<file path="src/rtl/branch_resolver.sv">
// Branch resolver: FIFO of predicted branches, resolved in execute; a mispredict redirects fetch,
// restores the PSW and holds a flush. Optional stats counters with BRANCH_RESOLVER_STATS_EN.
module branch_resolver #(
    parameter int DEPTH        = 2,
    parameter int FLUSH_CYCLES = 2,
    parameter int PC_W         = 16
) (
    input  logic                     clk,
    input  logic                     rst_n,
`ifdef BRANCH_RESOLVER_STATS_EN
    output logic [15:0]              branch_cnt,
    output logic [15:0]              mispredict_cnt,
`endif
    input  logic                     push_valid,
    output logic                     push_ready,
    input  logic                     push_pred_taken,
    input  logic [3:0]               push_cond,
    input  logic [PC_W-1:0]          push_target,
    input  logic [PC_W-1:0]          push_fall,
    input  logic [PC_W-1:0]          push_psw,
    input  logic                     ex_valid,
    input  logic [PC_W-1:0]          ex_psw,
    output logic                     redirect_valid,
    output logic [PC_W-1:0]          redirect_pc,
    output logic                     psw_restore_valid,
    output logic [PC_W-1:0]          psw_restore,
    output logic                     flush,
    output logic [$clog2(DEPTH):0]   occupancy,
    output logic                     proto_err,
    output logic [1:0]               o_dbg_state
);
    // Handshake: a record transfers on a rising clk edge where push_valid & push_ready are both 1;
    // push_ready depends only on registered state/occupancy, never on push_valid or ex_valid.
    localparam int PTR_W = $clog2(DEPTH);
    localparam int CNT_W = PTR_W + 1;
    localparam int FC_W  = $clog2(FLUSH_CYCLES + 1);

    typedef enum logic [1:0] {S_RST = 2'd0, S_IDLE = 2'd1, S_FLUSH = 2'd2} state_t;

    state_t            r_state, w_state_nxt;
    logic [FC_W-1:0]   r_flush_cnt, w_flush_cnt_nxt;
    logic [PC_W-1:0]   r_tgt  [DEPTH];
    logic [PC_W-1:0]   r_fall [DEPTH];
    logic [PC_W-1:0]   r_psw  [DEPTH];
    logic [3:0]        r_cond [DEPTH];
    logic              r_pred [DEPTH];
    logic [PTR_W-1:0]  r_wr_ptr, r_rd_ptr;
    logic [CNT_W-1:0]  r_occ;
    logic              w_ready, w_empty, w_actual;
    logic              w_push, w_pop, w_mispredict, w_proto_set;
    logic [3:0]        w_h_cond;

    assign w_empty     = (r_occ == '0);
    assign w_ready     = (r_occ < CNT_W'(DEPTH)) && (r_state == S_IDLE);
    assign push_ready  = w_ready;
    assign occupancy   = r_occ;
    assign o_dbg_state = r_state;
    assign w_h_cond    = r_cond[r_rd_ptr];

    // XM23 condition evaluation on live flags: C=0, Z=1, N=2, V=4.
    always_comb begin
        w_actual = 1'b1;
        if (!w_h_cond[3]) begin
            unique case (w_h_cond[2:0])
                3'd0: w_actual = ex_psw[1];
                3'd1: w_actual = !ex_psw[1];
                3'd2: w_actual = ex_psw[0];
                3'd3: w_actual = !ex_psw[0];
                3'd4: w_actual = ex_psw[2];
                3'd5: w_actual = !(ex_psw[2] ^ ex_psw[4]);
                3'd6: w_actual = ex_psw[2] ^ ex_psw[4];
                default: w_actual = 1'b1;
            endcase
        end
    end

    always_comb begin
        w_state_nxt     = r_state;
        w_flush_cnt_nxt = r_flush_cnt;
        w_push          = 1'b0;
        w_pop           = 1'b0;
        w_mispredict    = 1'b0;
        w_proto_set     = 1'b0;
        unique case (r_state)
            S_RST: begin
                w_state_nxt = S_IDLE;
                w_proto_set = ex_valid;
            end
            S_IDLE: begin
                w_push = push_valid && w_ready;
                if (ex_valid) begin
                    if (w_empty) begin
                        w_proto_set = 1'b1;
                    end else begin
                        w_pop = 1'b1;
                        if (w_actual != r_pred[r_rd_ptr]) begin
                            // Wrong path: a same-cycle push belongs to it and is dropped.
                            w_mispredict    = 1'b1;
                            w_push          = 1'b0;
                            w_state_nxt     = S_FLUSH;
                            w_flush_cnt_nxt = FC_W'(FLUSH_CYCLES - 1);
                        end
                    end
                end
            end
            S_FLUSH: begin
                if (r_flush_cnt == '0) w_state_nxt = S_IDLE;
                else                   w_flush_cnt_nxt = r_flush_cnt - FC_W'(1);
            end
            default: w_state_nxt = S_IDLE;
        endcase
    end

    always_ff @(posedge clk) begin
        if (!rst_n) begin
            r_state     <= S_RST;
            r_flush_cnt <= '0;
        end else begin
            r_state     <= w_state_nxt;
            r_flush_cnt <= w_flush_cnt_nxt;
        end
    end

    always_ff @(posedge clk) begin
        if (!rst_n) begin
            r_wr_ptr          <= '0;
            r_rd_ptr          <= '0;
            r_occ             <= '0;
            redirect_valid    <= 1'b0;
            redirect_pc       <= '0;
            psw_restore_valid <= 1'b0;
            psw_restore       <= '0;
            flush             <= 1'b0;
            proto_err         <= 1'b0;
        end else begin
            redirect_valid    <= w_mispredict;
            psw_restore_valid <= w_mispredict;
            flush             <= (w_state_nxt == S_FLUSH);
            proto_err         <= proto_err | w_proto_set;
            if (w_mispredict) begin
                redirect_pc <= w_actual ? r_tgt[r_rd_ptr] : r_fall[r_rd_ptr];
                psw_restore <= r_psw[r_rd_ptr];
                r_wr_ptr    <= '0;
                r_rd_ptr    <= '0;
                r_occ       <= '0;
            end else begin
                if (w_push) r_wr_ptr <= r_wr_ptr + PTR_W'(1);
                if (w_pop)  r_rd_ptr <= r_rd_ptr + PTR_W'(1);
                r_occ <= r_occ + CNT_W'(w_push) - CNT_W'(w_pop);
            end
        end
    end

    always_ff @(posedge clk) begin
        if (w_push) begin
            r_tgt[r_wr_ptr]  <= push_target;
            r_fall[r_wr_ptr] <= push_fall;
            r_psw[r_wr_ptr]  <= push_psw;
            r_cond[r_wr_ptr] <= push_cond;
            r_pred[r_wr_ptr] <= push_pred_taken;
        end
    end

`ifdef BRANCH_RESOLVER_STATS_EN
    always_ff @(posedge clk) begin
        if (!rst_n) begin
            branch_cnt     <= '0;
            mispredict_cnt <= '0;
        end else begin
            if (w_pop && branch_cnt != 16'hFFFF)           branch_cnt     <= branch_cnt + 16'd1;
            if (w_mispredict && mispredict_cnt != 16'hFFFF) mispredict_cnt <= mispredict_cnt + 16'd1;
        end
    end
`endif

endmodule

</file>
<file path="config.mk">
export PLATFORM = sky130hd
export DESIGN_NAME = branch_resolver
export DESIGN_NICKNAME = d
export VERILOG_FILES = /design/src/rtl/branch_resolver.sv
export SDC_FILE = /design/constraint.sdc
export NUM_CORES = 1
export LEC_CHECK = 0
export CAP_MARGIN = 0
export CORE_MARGIN = 2
export CORE_UTILIZATION = 45
export DETAILED_ROUTE_END_ITERATION = 16
export GPL_ROUTABILITY_DRIVEN = 0
export PLACE_DENSITY = 0.75
export SLEW_MARGIN = 10
export SYNTH_ARGS = -nofsm -noshare
export SYNTH_HDL_FRONTEND = slang
export SYNTH_SLANG_ARGS = --single-unit
</file>
<file path="constraint.sdc">
create_clock -name clk -period 10.8 [get_ports clk]
set_input_delay 2.16 -clock clk [delete_from_list [all_inputs] [get_ports clk]]
set_output_delay 2.16 -clock clk [all_outputs]
set_load 0.005 [all_outputs]
</file>
==> metrics.yaml, run 1 <==
seq_area_sq_mm: 0.004065
met1Wirelength_um: 4843
fp.dieH_um: 118.6
overflow: 0
wirelength_um: 11610
rsz0062_at_grt: "no"
cts_setup_buffers: 0
numCtsBuffers: 17
top_layer_used: "met4"
synth-seq-cells: 150
slew_viol_final: 0
syn_area_sq_mm: 0.005907
synth_nets: 468
synth_simple_gate_area_frac: 0.07011
hold_viol: 0
root_buffer: "clkbuf_16"
viasPerCell: 5.314
startpoint_type: "primary input"
htreeDepth: 4
first_pass_iters: 6
synthFlopType: "edfxtp_1"
antenna_found_initial: 1
areaGrowthSynthToFinish_pct: 29.91
wl_per_cell_um: 17.10
core_area_sq_mm: 0.01272
drive_gt1_frac: 0.1087
synth_area_leaders: "edfxtp_1 (54%), dfxtp_1 (15%), mux2i_1 (8.5%)"
synth.distinct_cells: 50
dr_wl_met2_um: 5798
synthAdderAreaFrac: 0.01271
hold_ws_ns: 0.4632
status: "completed"
path_max_fanout: 53
yosysSeqAreaShare: 0.6880
ios: 114
cts_tree: "yes"
dr_total_vias: 3608
synth_warnings: 0
slew_headroom: 0.3001
ctsHoldBuffers: 0
place_area_sq_mm: 0.007073
fp.dieArea_sq_mm: 0.01406
cts.path.max_buffers: 2
cts_resized: 0
finish.utilization: 0.6032
setup_viol_count_final: 0
dieWidth_um: 118.6
critPathArrivalTime_ns: 4.94
drtIter0Drc: 225
finalSetupTns_ns: 0
fillerInstances: 1004
layout_common_cells: "edfxtp_1 (106), clkdlybuf4s50_1 (101), mux2i_1 (50), dfxtp_1 (43), nor2_1 (22)"
met3_wirelength_um: 774
grt_pass1_wl_um: 18500
fmax_mhz: 204.6
worstPathRequired_ns: 10.85
yosysTopAreaCell: "edfxtp_1"
hold_path_class: "reg2reg"
synth_top_area_frac: 0.5389
cts_sinks: 150
postLayoutCellArea_sq_mm: 0.007674
placed_cells_incl_taps: 646
p_total_mw: 1.366
synthCells: 389
p_leak_nw: 2.525
clk_pin_slew_worst_paths_ns: 0.06
nets: 572
period_needed_ns: 4.887
drv_cap: 0
synth-async-reset-ratio: 0
drc: 0
synth_xor_area_frac: 0.005931
synth_compound_gate_area_share: 0.09680
placement.io_buffers: 101
setup_slack_ns: 5.913
power.density_mw_per_mm2: 178.0
rows: 41
fin_crit_sh: 0.4525
clock_latency_ns: 0.42
stdcell_count: 679
fin_skew_ns: 0.007499
multi_input_area_sq_mm: 0.001712
grt_pass1_vias: 3765
synth_edf_count: 106
crit_path_end_kind: "flop"
hpwl_um: 7142
synth_top_family_by_area: "multiplexers"
ir_drop_mv: 0.1253
detail-route-antenna-nets: 0
synthMuxAreaShare: 0.09998
grt_max_degree: 54
start_util: 0.4643
place_ws_ns: 5.521
postSynthAreaPerCell_sq_um: 15.18
worst_pin_slew_ns: 1.048
final_common_cell: "edfxtp_1"
grt_usage: 0.1712
path_class: "in2reg"
logic make-up (layout without fill, tap and decap cells):
| family | Yosys count | count (layout) |
|---|---|---|
| mux | 56 | 56 |
| buf+inv | 31 | 148 |
| simple gates | 76 | 76 |
| xor+xnor | 4 | 4 |
| compound gates | 66 | 66 |
| other cells | 0 | 1 |
| fa+ha+maj | 6 | 6 |
| flops | 150 | 150 |
cells in the mapped netlist (5+ instances only):
master	count
nor2_1	22
clkbuf_1	7
edfxtp_1	106
dfxtp_1	44
and2_1	5
mux2i_1	50
nand2_1	10
inv_1	11
buf_2	5
nand3_1	5
o2bb2ai_1	16
ha_1	6
nor3_1	18
a221o_1	16
a21oi_1	6
power by group:
group / internal (mW) / leakage, nW / switching, mW / total (mW)
clock network: 0.345 / 0.279 / 0.241 / 0.586
logic: 0.0580 / 0.924 / 0.0640 / 0.122
registers: 0.645 / 1.32 / 0.0124 / 0.657
total: 1.05 / 2.53 / 0.317 / 1.37
worst paths after layout:
check,from,slack [ns],end,cells past startpoint
worst max-delay path,ex_psw[4],5.91,r_psw[0][8]$_DFFE_PP_,8
worst min-delay path,psw_restore[14]$_SDFFE_PN0P_,0.46,psw_restore[14]$_SDFFE_PN0P_,1
worst min register to register,psw_restore[14]$_SDFFE_PN0P_,0.46,psw_restore[14]$_SDFFE_PN0P_,1
worst max register to register,flop,6.98,r_psw[0][8]$_DFFE_PP_,8
final cells by class:
class / instances / area share
diodes: 1 / 0.0003261
clock buffers: 17 / 0.05544
clock inverters: 15 / 0.02234
inverters: 11 / 0.005381
multi-input cells: 208 / 0.2231
flip-flops and latches: 150 / 0.5298
well taps: 172 / 0.02804
repair buffers: 105 / 0.1357
sequential cells by signal, summed over array words and instances, names as in the netlist, named ones only:
name	cells
flush	1
o_dbg_state	2
occupancy	2
proto_err	1
psw_restore	16
psw_restore_valid	1
r_cond	8
r_fall	32
r_flush_cnt	2
r_pred	2
r_psw	32
r_rd_ptr	1
r_tgt	32
r_wr_ptr	1
redirect_pc	16
worst max-delay path, cell delays in order:
cell             delay, ns
clkdlybuf4s50_1       0.53
xor2_1                0.19
a211oi_2              0.08
nor4_4                0.42
a31oi_1               0.23
or2_1                 0.39
a211oi_4              0.26
buf_4                 0.61
metal layers:
metal	global-route usage	vias to the layer above
met5	0	-
met4	0.07366	0
met3	0.06515	15
met2	0.2859	103
met1	0.1960	1778
li1	-	1712
No activity file was read; power rests on OpenSTA's default activity.
==> inputs of run 2 (changes only) <==
--- a/config.mk
+++ b/config.mk
@@ -10,7 +10,7 @@
 export CORE_UTILIZATION = 45
 export DETAILED_ROUTE_END_ITERATION = 16
 export GPL_ROUTABILITY_DRIVEN = 0
-export PLACE_DENSITY = 0.75
+export PLACE_DENSITY = 0.78
 export SLEW_MARGIN = 10
 export SYNTH_ARGS = -nofsm -noshare
 export SYNTH_HDL_FRONTEND = slang
==> constraint.sdc (replaced) <==
create_clock -name clk -period 4 [get_ports clk]
set_input_delay 0.8 -clock clk [delete_from_list [all_inputs] [get_ports clk]]
set_output_delay 0.8 -clock clk [all_outputs]
set_load 0.005 [all_outputs]
==> metrics.yaml, run 2 (synthesized netlist as in run 1, its figures left out) <==
status: "completed"
fin_crit_sh: 0.8178
reg2reg_depth: 6  # -2
grt_max_degree: 54  # unchanged
place_area_sq_mm: 0.007121  # +0.67%
rsz0062_at_grt: "no"
fmax_mhz: 305.7
finalSetupTns_ns: 0  # unchanged
placement.io_buffers: 101  # unchanged
startpoint_type: "primary input"
antenna_found_initial: 1  # unchanged
hpwl_um: 7511  # +5.2%
hold_path_class: "reg2reg"
drive_gt1_frac: 0.09627  # -0.01243
clock_latency_ns: 0.42  # about the same
wl_per_cell_um: 17.08  # -0.14%
viasPerCell: 5.301  # -0.25%
path_max_fanout: 6  # -89%
critPathSlowestCell: "clkdlybuf4s50_1"
grt_pass1_vias: 3731  # -0.90%
fp.dieArea_sq_mm: 0.01406  # unchanged
root_buffer: "clkbuf_16"
placed_cells_incl_taps: 649  # +0.46%
top_regs: "r_fall: 32 flops, r_psw: 32 flops, r_tgt: 32 flops"
place_ws_ns: 0.2714  # -5.250 ns
slew_viol_final: 0  # unchanged
cts_tree: "yes"
start_util: 0.4643  # unchanged
drv_cap: 0  # unchanged
nets: 575  # +0.52%
core_area_sq_mm: 0.01272  # unchanged
ctsHoldBuffers: 0  # unchanged
hold_ws_ns: 0.4611  # -0.002106 ns
slew_headroom: 0.2875  # -0.01263
hold_viol: 0  # unchanged
grt_usage: 0.1704  # -0.0008120
path_cells: "clkdlybuf4s50_1 -> xor2_1 -> a211oi_2 -> nor4_4 -> a31oi_1 -> or2_1 -> a21o_1 -> ha_1 -> inv_1 -> ha_1 -> xnor2_1 -> xnor2_1 -> and2_1"
cts_sinks: 150  # unchanged
crit_path_end_kind: "flop"
fp.dieH_um: 118.6  # unchanged
path_class: "in2reg"
power.density_mw_per_mm2: 473.7  # +170%
ios: 114  # unchanged
p_leak_nw: 2.545  # +0.76%
rows: 41  # unchanged
areaGrowthSynthToFinish_pct: 30.18
cts_resized: 0  # unchanged
htreeDepth: 4  # unchanged
dr_total_vias: 3615  # +0.19%
critPathArrivalTime_ns: 3.59  # -1.35 ns
drc: 0  # unchanged
cts_setup_buffers: 0  # unchanged
stdcell_count: 682  # +0.44%
grt_pass1_wl_um: 18400  # -0.52%
holdPathStages: 1  # unchanged
period_needed_ns: 3.271
postLayoutCellArea_sq_mm: 0.007690  # +0.21%
worstPathRequired_ns: 4.32  # -6.53 ns
setup_viol_count_final: 0  # unchanged
numCtsBuffers: 17  # unchanged
fin_skew_ns: 0.008046  # +0.0005466 ns
final_common_cell: "edfxtp_1"
ir_drop_mv: 0.2789  # +120%
overflow: 0  # unchanged
worst_pin_slew_ns: 1.067  # +0.01892 ns
detail-route-antenna-nets: 0  # unchanged
dieWidth_um: 118.6  # unchanged
setup_slack_ns: 0.7288  # -5.184 ns
clk_pin_slew_worst_paths_ns: 0.06  # about the same
max_stage_delay_ns: 0.51  # -0.10 ns
wirelength_um: 11650  # +0.30%
layout_common_cells: "edfxtp_1 (106), clkdlybuf4s50_1 (101), mux2i_1 (50), dfxtp_1 (43), nor2_1 (22)"
first_pass_iters: 4  # -2
cts.path.max_buffers: 2  # unchanged
drtIter0Drc: 241  # +7.1%
## run 2: through the flow
stage | total power [mW] | utilization
after floorplan | 1.998 | -
after global placement | 2.135 | 0.5597
after detailed placement | 2.152 | 0.5597
after CTS | 3.678 | 0.6042
after global routing | 3.772 | 0.6044
final | 3.642 | 0.6044
## run 2: final timing paths
check                                            startpoint                            to  slack [ns]
worst min-delay path            psw_restore[1]$_SDFFE_PN0P_   psw_restore[1]$_SDFFE_PN0P_        0.46
worst max-delay path                              ex_psw[2]       occupancy[1]$_SDFF_PP0_        0.73
worst max register to register                         flop  redirect_pc[15]$_SDFFE_PN0P_        0.88
worst min register to register  psw_restore[1]$_SDFFE_PN0P_   psw_restore[1]$_SDFFE_PN0P_        0.46
## run 2: cell type report
type                    count  area, sq um
clock buffers              28        496.7
repair buffers            108         1089
inverters                  11        41.29
diodes                      1        2.502
flip-flops and latches    150         4065
fillers                  1030         5032
multi-input cells         208         1710
clock inverters             4        70.07
well taps                 172        215.2
## run 2: critical path, delay by kind of cell
kind	cells	cell delay [ns]
AOI/OAI and AO/OA	3	0.49
adders and majority gates	2	0.45
and+or+nand+nor	3	0.84
buffers and inverters	2	0.55
xor gates and xnor gates	3	0.46
## run 2: per-layer routing
| metal | vias up | share of wire | global-route usage |
|---|---|---|---|
| li1 | 1713 | - | - |
| met1 | 1788 | 0.42 | 0.1977 |
| met2 | 93 | 0.51 | 0.2899 |
| met3 | 21 | 0.047 | 0.04440 |
| met4 | 0 | 0.021 | 0.08780 |
| met5 | - | 0 | 0 |
## run 2: report_power, final
group / internal, mW / switching (mW)
logic: 0.166 / 0.173
clock network: 0.966 / 0.559
registers: 1.74 / 0.0367
